==> src/rtl/pal_csync_gen_if.sv <==
// Signal bundle between the PAL timing generator and its consumer.
// The generator takes the pixel advance enable and drives the timing outputs.
interface pal_csync_gen_if;
  logic       pixel_ce;
  logic       csync;
  logic       hsync;
  logic       vsync;
  logic       odd_field;
  logic [9:0] line;
  logic [9:0] hcount;
  logic       display_en;
  logic       frame_start;

  modport master (
    input  pixel_ce,
    output csync, hsync, vsync, odd_field, line, hcount, display_en, frame_start
  );

  modport slave (
    output pixel_ce,
    input  csync, hsync, vsync, odd_field, line, hcount, display_en, frame_start
  );
endinterface

==> src/rtl/pal_csync_gen.sv <==
// PAL 625-line interlaced timing generator: composite sync with equalising and
// broad pulses, separated syncs, field flag, position and display enable.
module pal_csync_gen #(
  parameter int LINE_CLKS      = 864,
  parameter int HSYNC_CLKS     = 64,
  parameter int EQ_CLKS        = 32,
  parameter int BROAD_CLKS     = 368,
  parameter int H_ACTIVE_START = 132,
  parameter int H_ACTIVE_CLKS  = 720
) (
  input  logic             clk,
  input  logic             reset,
  pal_csync_gen_if.master  bus
);

  localparam logic [9:0]  LAST_H   = 10'(LINE_CLKS - 1);
  localparam logic [9:0]  HALF_H   = 10'(LINE_CLKS / 2);
  localparam logic [9:0]  HSYNC_W  = 10'(HSYNC_CLKS);
  localparam logic [9:0]  EQ_W     = 10'(EQ_CLKS);
  localparam logic [9:0]  BROAD_W  = 10'(BROAD_CLKS);
  localparam logic [10:0] ACT_FROM = 11'(H_ACTIVE_START);
  localparam logic [10:0] ACT_TO   = 11'(H_ACTIVE_START + H_ACTIVE_CLKS);

  localparam logic [1:0] SEG_NORMAL = 2'd0;
  localparam logic [1:0] SEG_EQ     = 2'd1;
  localparam logic [1:0] SEG_BROAD  = 2'd2;
  localparam logic [1:0] SEG_NONE   = 2'd3;

  logic [9:0] pos_line_q, pos_line_d;
  logic [9:0] pos_h_q, pos_h_d;

  logic       csync_q, csync_d;
  logic       hsync_q, hsync_d;
  logic       vsync_q, vsync_d;
  logic       odd_q, odd_d;
  logic [9:0] line_q;
  logic [9:0] hcount_q;
  logic       de_q, de_d;
  logic       fs_q, fs_d;

  logic       half_d;
  logic [9:0] off_d;
  logic [1:0] seg_d;
  logic [9:0] width_d;
  logic       in_broad_d, in_eq_d, in_rows_d;

  // Next position; the output registers always describe this position.
  always_comb begin
    pos_h_d    = pos_h_q + 10'd1;
    pos_line_d = pos_line_q;
    if (pos_h_q == LAST_H) begin
      pos_h_d    = 10'd0;
      pos_line_d = (pos_line_q == 10'd625) ? 10'd1 : pos_line_q + 10'd1;
    end
  end

  always_comb begin
    half_d = (pos_h_d >= HALF_H);
    off_d  = half_d ? (pos_h_d - HALF_H) : pos_h_d;

    in_broad_d = (pos_line_d inside {10'd1, 10'd2, 10'd314, 10'd315})
               || (pos_line_d == 10'd3   && !half_d)
               || (pos_line_d == 10'd313 &&  half_d);
    in_eq_d    = (pos_line_d inside {10'd4, 10'd5, 10'd311, 10'd312,
                                     10'd316, 10'd317, 10'd624, 10'd625})
               || (pos_line_d == 10'd3   &&  half_d)
               || (pos_line_d == 10'd313 && !half_d)
               || (pos_line_d == 10'd318 && !half_d)
               || (pos_line_d == 10'd623 &&  half_d);

    seg_d = half_d ? SEG_NONE : SEG_NORMAL;
    if (in_broad_d) begin
      seg_d = SEG_BROAD;
    end else if (in_eq_d) begin
      seg_d = SEG_EQ;
    end

    case (seg_d)
      SEG_NORMAL: width_d = HSYNC_W;
      SEG_EQ:     width_d = EQ_W;
      SEG_BROAD:  width_d = BROAD_W;
      default:    width_d = 10'd0;
    endcase

    in_rows_d = (pos_line_d >= 10'd23  && pos_line_d <= 10'd310)
             || (pos_line_d >= 10'd336 && pos_line_d <= 10'd623);

    csync_d = !(off_d < width_d);
    hsync_d = (pos_h_d < HSYNC_W);
    vsync_d = (seg_d == SEG_BROAD);
    odd_d   = (pos_line_d <= 10'd312);
    de_d    = in_rows_d && ({1'b0, pos_h_d} >= ACT_FROM) && ({1'b0, pos_h_d} < ACT_TO);
    fs_d    = (pos_line_d == 10'd1) && (pos_h_d == 10'd0);
  end

  // Position is preset to the last count of the frame so the first ce shows line 1, hcount 0.
  always_ff @(posedge clk) begin
    if (reset) begin
      pos_line_q <= 10'd625;
      pos_h_q    <= LAST_H;
      csync_q    <= 1'b1;
      hsync_q    <= 1'b0;
      vsync_q    <= 1'b0;
      odd_q      <= 1'b1;
      line_q     <= 10'd1;
      hcount_q   <= 10'd0;
      de_q       <= 1'b0;
      fs_q       <= 1'b0;
    end else if (bus.pixel_ce) begin
      pos_line_q <= pos_line_d;
      pos_h_q    <= pos_h_d;
      csync_q    <= csync_d;
      hsync_q    <= hsync_d;
      vsync_q    <= vsync_d;
      odd_q      <= odd_d;
      line_q     <= pos_line_d;
      hcount_q   <= pos_h_d;
      de_q       <= de_d;
      fs_q       <= fs_d;
    end
  end

  assign bus.csync       = csync_q;
  assign bus.hsync       = hsync_q;
  assign bus.vsync       = vsync_q;
  assign bus.odd_field   = odd_q;
  assign bus.line        = line_q;
  assign bus.hcount      = hcount_q;
  assign bus.display_en  = de_q;
  assign bus.frame_start = fs_q;

endmodule

==> src/flat_wrapper.sv <==
// flat-port wrapper written by rule: the top's interface ports become plain ports
module pal_csync_gen_flat 
#(
  parameter int LINE_CLKS      = 864,
  parameter int HSYNC_CLKS     = 64,
  parameter int EQ_CLKS        = 32,
  parameter int BROAD_CLKS     = 368,
  parameter int H_ACTIVE_START = 132,
  parameter int H_ACTIVE_CLKS  = 720
)
  (clk, reset, bus_pixel_ce, bus_csync, bus_hsync, bus_vsync, bus_odd_field, bus_line, bus_hcount, bus_display_en, bus_frame_start);
  pal_csync_gen_if bus_i ();
  input  logic clk;
  input  logic reset;
  input wire logic [$bits(bus_i.pixel_ce)-1:0] bus_pixel_ce;
  output wire logic [$bits(bus_i.csync)-1:0] bus_csync;
  output wire logic [$bits(bus_i.hsync)-1:0] bus_hsync;
  output wire logic [$bits(bus_i.vsync)-1:0] bus_vsync;
  output wire logic [$bits(bus_i.odd_field)-1:0] bus_odd_field;
  output wire logic [$bits(bus_i.line)-1:0] bus_line;
  output wire logic [$bits(bus_i.hcount)-1:0] bus_hcount;
  output wire logic [$bits(bus_i.display_en)-1:0] bus_display_en;
  output wire logic [$bits(bus_i.frame_start)-1:0] bus_frame_start;
  assign bus_i.pixel_ce = bus_pixel_ce;
  assign bus_csync = bus_i.csync;
  assign bus_hsync = bus_i.hsync;
  assign bus_vsync = bus_i.vsync;
  assign bus_odd_field = bus_i.odd_field;
  assign bus_line = bus_i.line;
  assign bus_hcount = bus_i.hcount;
  assign bus_display_en = bus_i.display_en;
  assign bus_frame_start = bus_i.frame_start;
  pal_csync_gen #(.LINE_CLKS(LINE_CLKS), .HSYNC_CLKS(HSYNC_CLKS), .EQ_CLKS(EQ_CLKS), .BROAD_CLKS(BROAD_CLKS), .H_ACTIVE_START(H_ACTIVE_START), .H_ACTIVE_CLKS(H_ACTIVE_CLKS)) u_core (.clk(clk), .reset(reset), .bus(bus_i));
endmodule
==> config.mk <==
export PLATFORM = sky130hd
export DESIGN_NAME = pal_csync_gen_flat
export DESIGN_NICKNAME = d
export VERILOG_FILES = /design/src/rtl/pal_csync_gen_if.sv /design/src/rtl/pal_csync_gen.sv /design/src/flat_wrapper.sv
export SDC_FILE = /design/constraint.sdc
export NUM_CORES = 1
export LEC_CHECK = 0
export ABC_AREA = 1
export CAP_MARGIN = 20
export CELL_PAD_IN_SITES_DETAIL_PLACEMENT = 0
export CELL_PAD_IN_SITES_GLOBAL_PLACEMENT = 2
export CORE_MARGIN = 2
export CORE_UTILIZATION = 35
export CTS_BUF_LIST = sky130_fd_sc_hd__clkbuf_4 sky130_fd_sc_hd__clkbuf_8
export CTS_CLUSTER_DIAMETER = 40
export CTS_CLUSTER_SIZE = 8
export DETAILED_ROUTE_END_ITERATION = 7
export HOLD_SLACK_MARGIN = 0.06
export PLACE_DENSITY_LB_ADDON = 0.05
export SYNTH_ARGS = -nofsm -noshare
export SYNTH_HDL_FRONTEND = slang
export SYNTH_SLANG_ARGS = --single-unit
==> constraint.sdc <==
create_clock -name clk -period 6.9 [get_ports clk]
set_clock_uncertainty 0.15 [all_clocks]
set_input_delay 0.69 -clock clk [delete_from_list [all_inputs] [get_ports clk]]
set_output_delay 0.69 -clock clk [all_outputs]
set_load 0.005 [all_outputs]
==> results.toml <==
[critical_path]
crit_chain = "ha_1 > nand2_4 > nor2_8 > nand3_4 > nand3_1 > inv_1 > ha_1 > inv_1 > nand2_2 > nand2_2 > nand2_2 > inv_2 > nor2_1 > nor3_1 > nand2_2 > ha_1 > ha_1 > nand2_1 > nand2_1 > nand3b_1 > nand2_1 > nand2_1 > nand2_1"
crit_cells = 23
slowest_stage = "dfxtp_1"
crit_required_ns = 6.94
r2r_cells = 23
endpoint_kind = "flip-flop"
critPathMaxStageDelay_ns = 0.44
cp_common_cell = "nand2_1"
crit_buf_inv = 3
critPathArrivalTime_ns = 3.95
critPathMaxFanout = 8
path_delay_family = "simple AND/OR/NAND/NOR gates"
worst-setup-path-type = "reg2reg"
start_kind = "flip-flop"

[finish]
finish.utilization = 0.417
nets = 509
design_area_um2 = 3450
antenna_cells = 0
drive_gt1_frac = 0.0929
area_growth_pct = 15.1
stdcell_count = 600

[grt]
grt_pass1_vias = 2875
grt_overflow = 0
grt_antenna_before_repair = 0
grt_first_pass_wirelength_um = 14600
grt_usage = 0.207
grt_max_degree = 40

[detailed_routing]
drcViolationCount = 0
initialDrtViolationCount = 95
firstDrtPassIters = 4
drt_wl_total_um = 9060
viasPerCell = 4.99
wl_per_cell_um = 15.1
vias = 2994
detail-route-antenna-nets = 0

[run_status]
status = "complete, no violations"

[timing]
maxSlewHeadroom = 0.526
fin_ws_ns = 2.99
holdWs_ns = 0.316
maxSlewViolCount = 0
fin_crit_ns = 3.91
period_share = 0.567
setup_violations = 0
rsz0062_at_grt = "no"
finalSetupTns_ns = 0
tightest_slew_ns = 0.710
fmax_mhz = 256
finalHoldViolCount = 0

[pwr]
finalPower_uw = 769
leakage_nw = 1.70
powerDensity_nw_per_um2 = 223
vdd_drop_max_uv = 120

[synthesis]
avgSynthCellArea_um2 = 6.27
netlist_instances = 477
synth_top_area_share = 0.254
yosys-top-cells-area = "dfxtp_1 25%, nand2_1 17%, inv_1 7.4%, nand3_1 7.4%, a21oi_1 5.5%"
synth.lib_cells_used.distinct = 34
synth_seq_cells = 38
syn_area_um2 = 2990
synth_warnings = 0
yosysSeqAreaShare = 0.254
synth_top_cell_by_area = "dfxtp_1"
syn_nets = 492

[place]
place_area_um2 = 3310
dp_hpwl_um = 6800
post-place-ws_ns = 3.00
post-place-cells = 592
io_buffers = 28
gp_routability_congestion = 0.904

[cts]
post_cts_resized = 0
cts_made_buffers = 5
clk_pin_slew_ns = 0.09
numClockSinks = 38
clock_path_buffers = 2
cts_tree = "done"
root_buffer = "clkbuf_8"
ctsHoldBuffers = 0
h-tree-depth = 2
clkLatencyLatePin_ns = 0.29
post_cts.repair.setup_buffers = 0

[worst_hold_path]
hold_class = "reg2reg"
whs_path_depth = 2

[die]
rows = 33
die_w_um = 96.5
start_util = 0.362
die_h_um = 96.5
core_area_um2 = 8260
dieArea_um2 = 9310
io_pins = 29

[job]
maxCapViolations = 0
## cells by family after synthesis
kind of cell    synth area share
compound gates             0.119
xor+xnor                  0.0268
flops                      0.254
buf+inv                    0.120
fa+ha+maj                 0.0502
simple gates               0.430
## Yosys cell counts, drive strengths merged
| master | count |
|---|---|
| or2 | 1 |
| inv | 66 |
| nand3b | 5 |
| a31oi | 1 |
| nor2 | 45 |
| dfxtp | 38 |
| a21oi | 33 |
| buf | 12 |
| nor4 | 2 |
| o211ai | 10 |
| nor3 | 4 |
| ha | 12 |
| o31ai | 1 |
| and2 | 1 |
| o21ai | 18 |
| nand4 | 17 |
| clkbuf | 8 |
| xor2 | 7 |
| nand2 | 147 |
| nor3b | 1 |
| nand3 | 48 |
## metal layers
| layer | vias up | GRT usage | wire [um] |
|---|---|---|---|
| li1 | 1575 | - | - |
| met1 | 1372 | 0.260 | 4240 |
| met2 | 39 | 0.377 | 4530 |
| met3 | 8 | 0.0272 | 180 |
| met4 | 0 | 0.0411 | 102 |
| met5 | - | 0 | 0 |
## placed cells by master, fill, tap and decap left out
cell,count
a21oi_1,33
a31oi_1,1
and2_1,1
buf_4,2
bufinv_16,2
clkbuf_8,5
clkdlybuf4s50_1,28
clkinv_4,1
dfxtp_1,38
ha_1,12
inv_1,59
inv_2,7
nand2_1,136
nand2_2,9
nand2_4,2
nand3_1,44
nand3_2,3
nand3_4,1
nand3b_1,5
nand4_1,17
nor2_1,34
nor2_2,7
nor2_4,2
nor2_8,2
nor3_1,4
nor3b_1,1
nor4_1,2
o211ai_1,10
o21ai_0,16
o21ai_1,1
o21ai_4,1
o31ai_1,1
or2_2,1
xor2_1,6
xor2_4,1
## worst register-to-register path, delay by kind of cell, from the launching register on
kind / cells / cell delay (ns)
AND/OR/NAND/NOR: 16 / 1.89
flip-flops: 1 / 0.44
adder cells (fa/ha/maj): 4 / 1.02
buffers and inverters: 3 / 0.31
## power breakdown
group | internal (mW) | total (mW) | leakage, nW | switching, mW
Clock | 0.145 | 0.236 | 0.0683 | 0.0910
Sequential | 0.238 | 0.260 | 0.315 | 0.0216
Combinational | 0.0994 | 0.273 | 1.32 | 0.174
## worst paths after layout
path | startpoint | to | slack (ns)
setup reg to reg | u_core.pos_h_q[0] | u_core.bus.csync | 2.99
setup / recovery | u_core.pos_h_q[0] | u_core.bus.csync | 2.99
hold / removal | u_core.bus.hcount[3] | u_core.bus.hcount[3] | 0.32
hold reg to reg | u_core.bus.hcount[3] | u_core.bus.hcount[3] | 0.32
## registers in the layout (all words and copies together), names as in the netlist
register	flops
u_core.pos_h_q	8
u_core.bus.vsync	1
u_core.bus.hsync	1
u_core.bus.line	10
u_core.pos_line_q	4
u_core.bus.odd_field	1
u_core.bus.display_en	1
u_core.bus.csync	1
u_core.bus.hcount	10
u_core.bus.frame_start	1
## cell type report
type / count / area, um2
Multi-Input combinational cell: 353 / 1870
Inverter: 66 / 248
Clock buffer: 5 / 68.8
Timing Repair Buffer: 30 / 295
Clock inverter: 3 / 68.8
Tap cell: 105 / 131
Fill cell: 938 / 4810
Sequential cell: 38 / 761
Power figures use the tool's default switching activity.
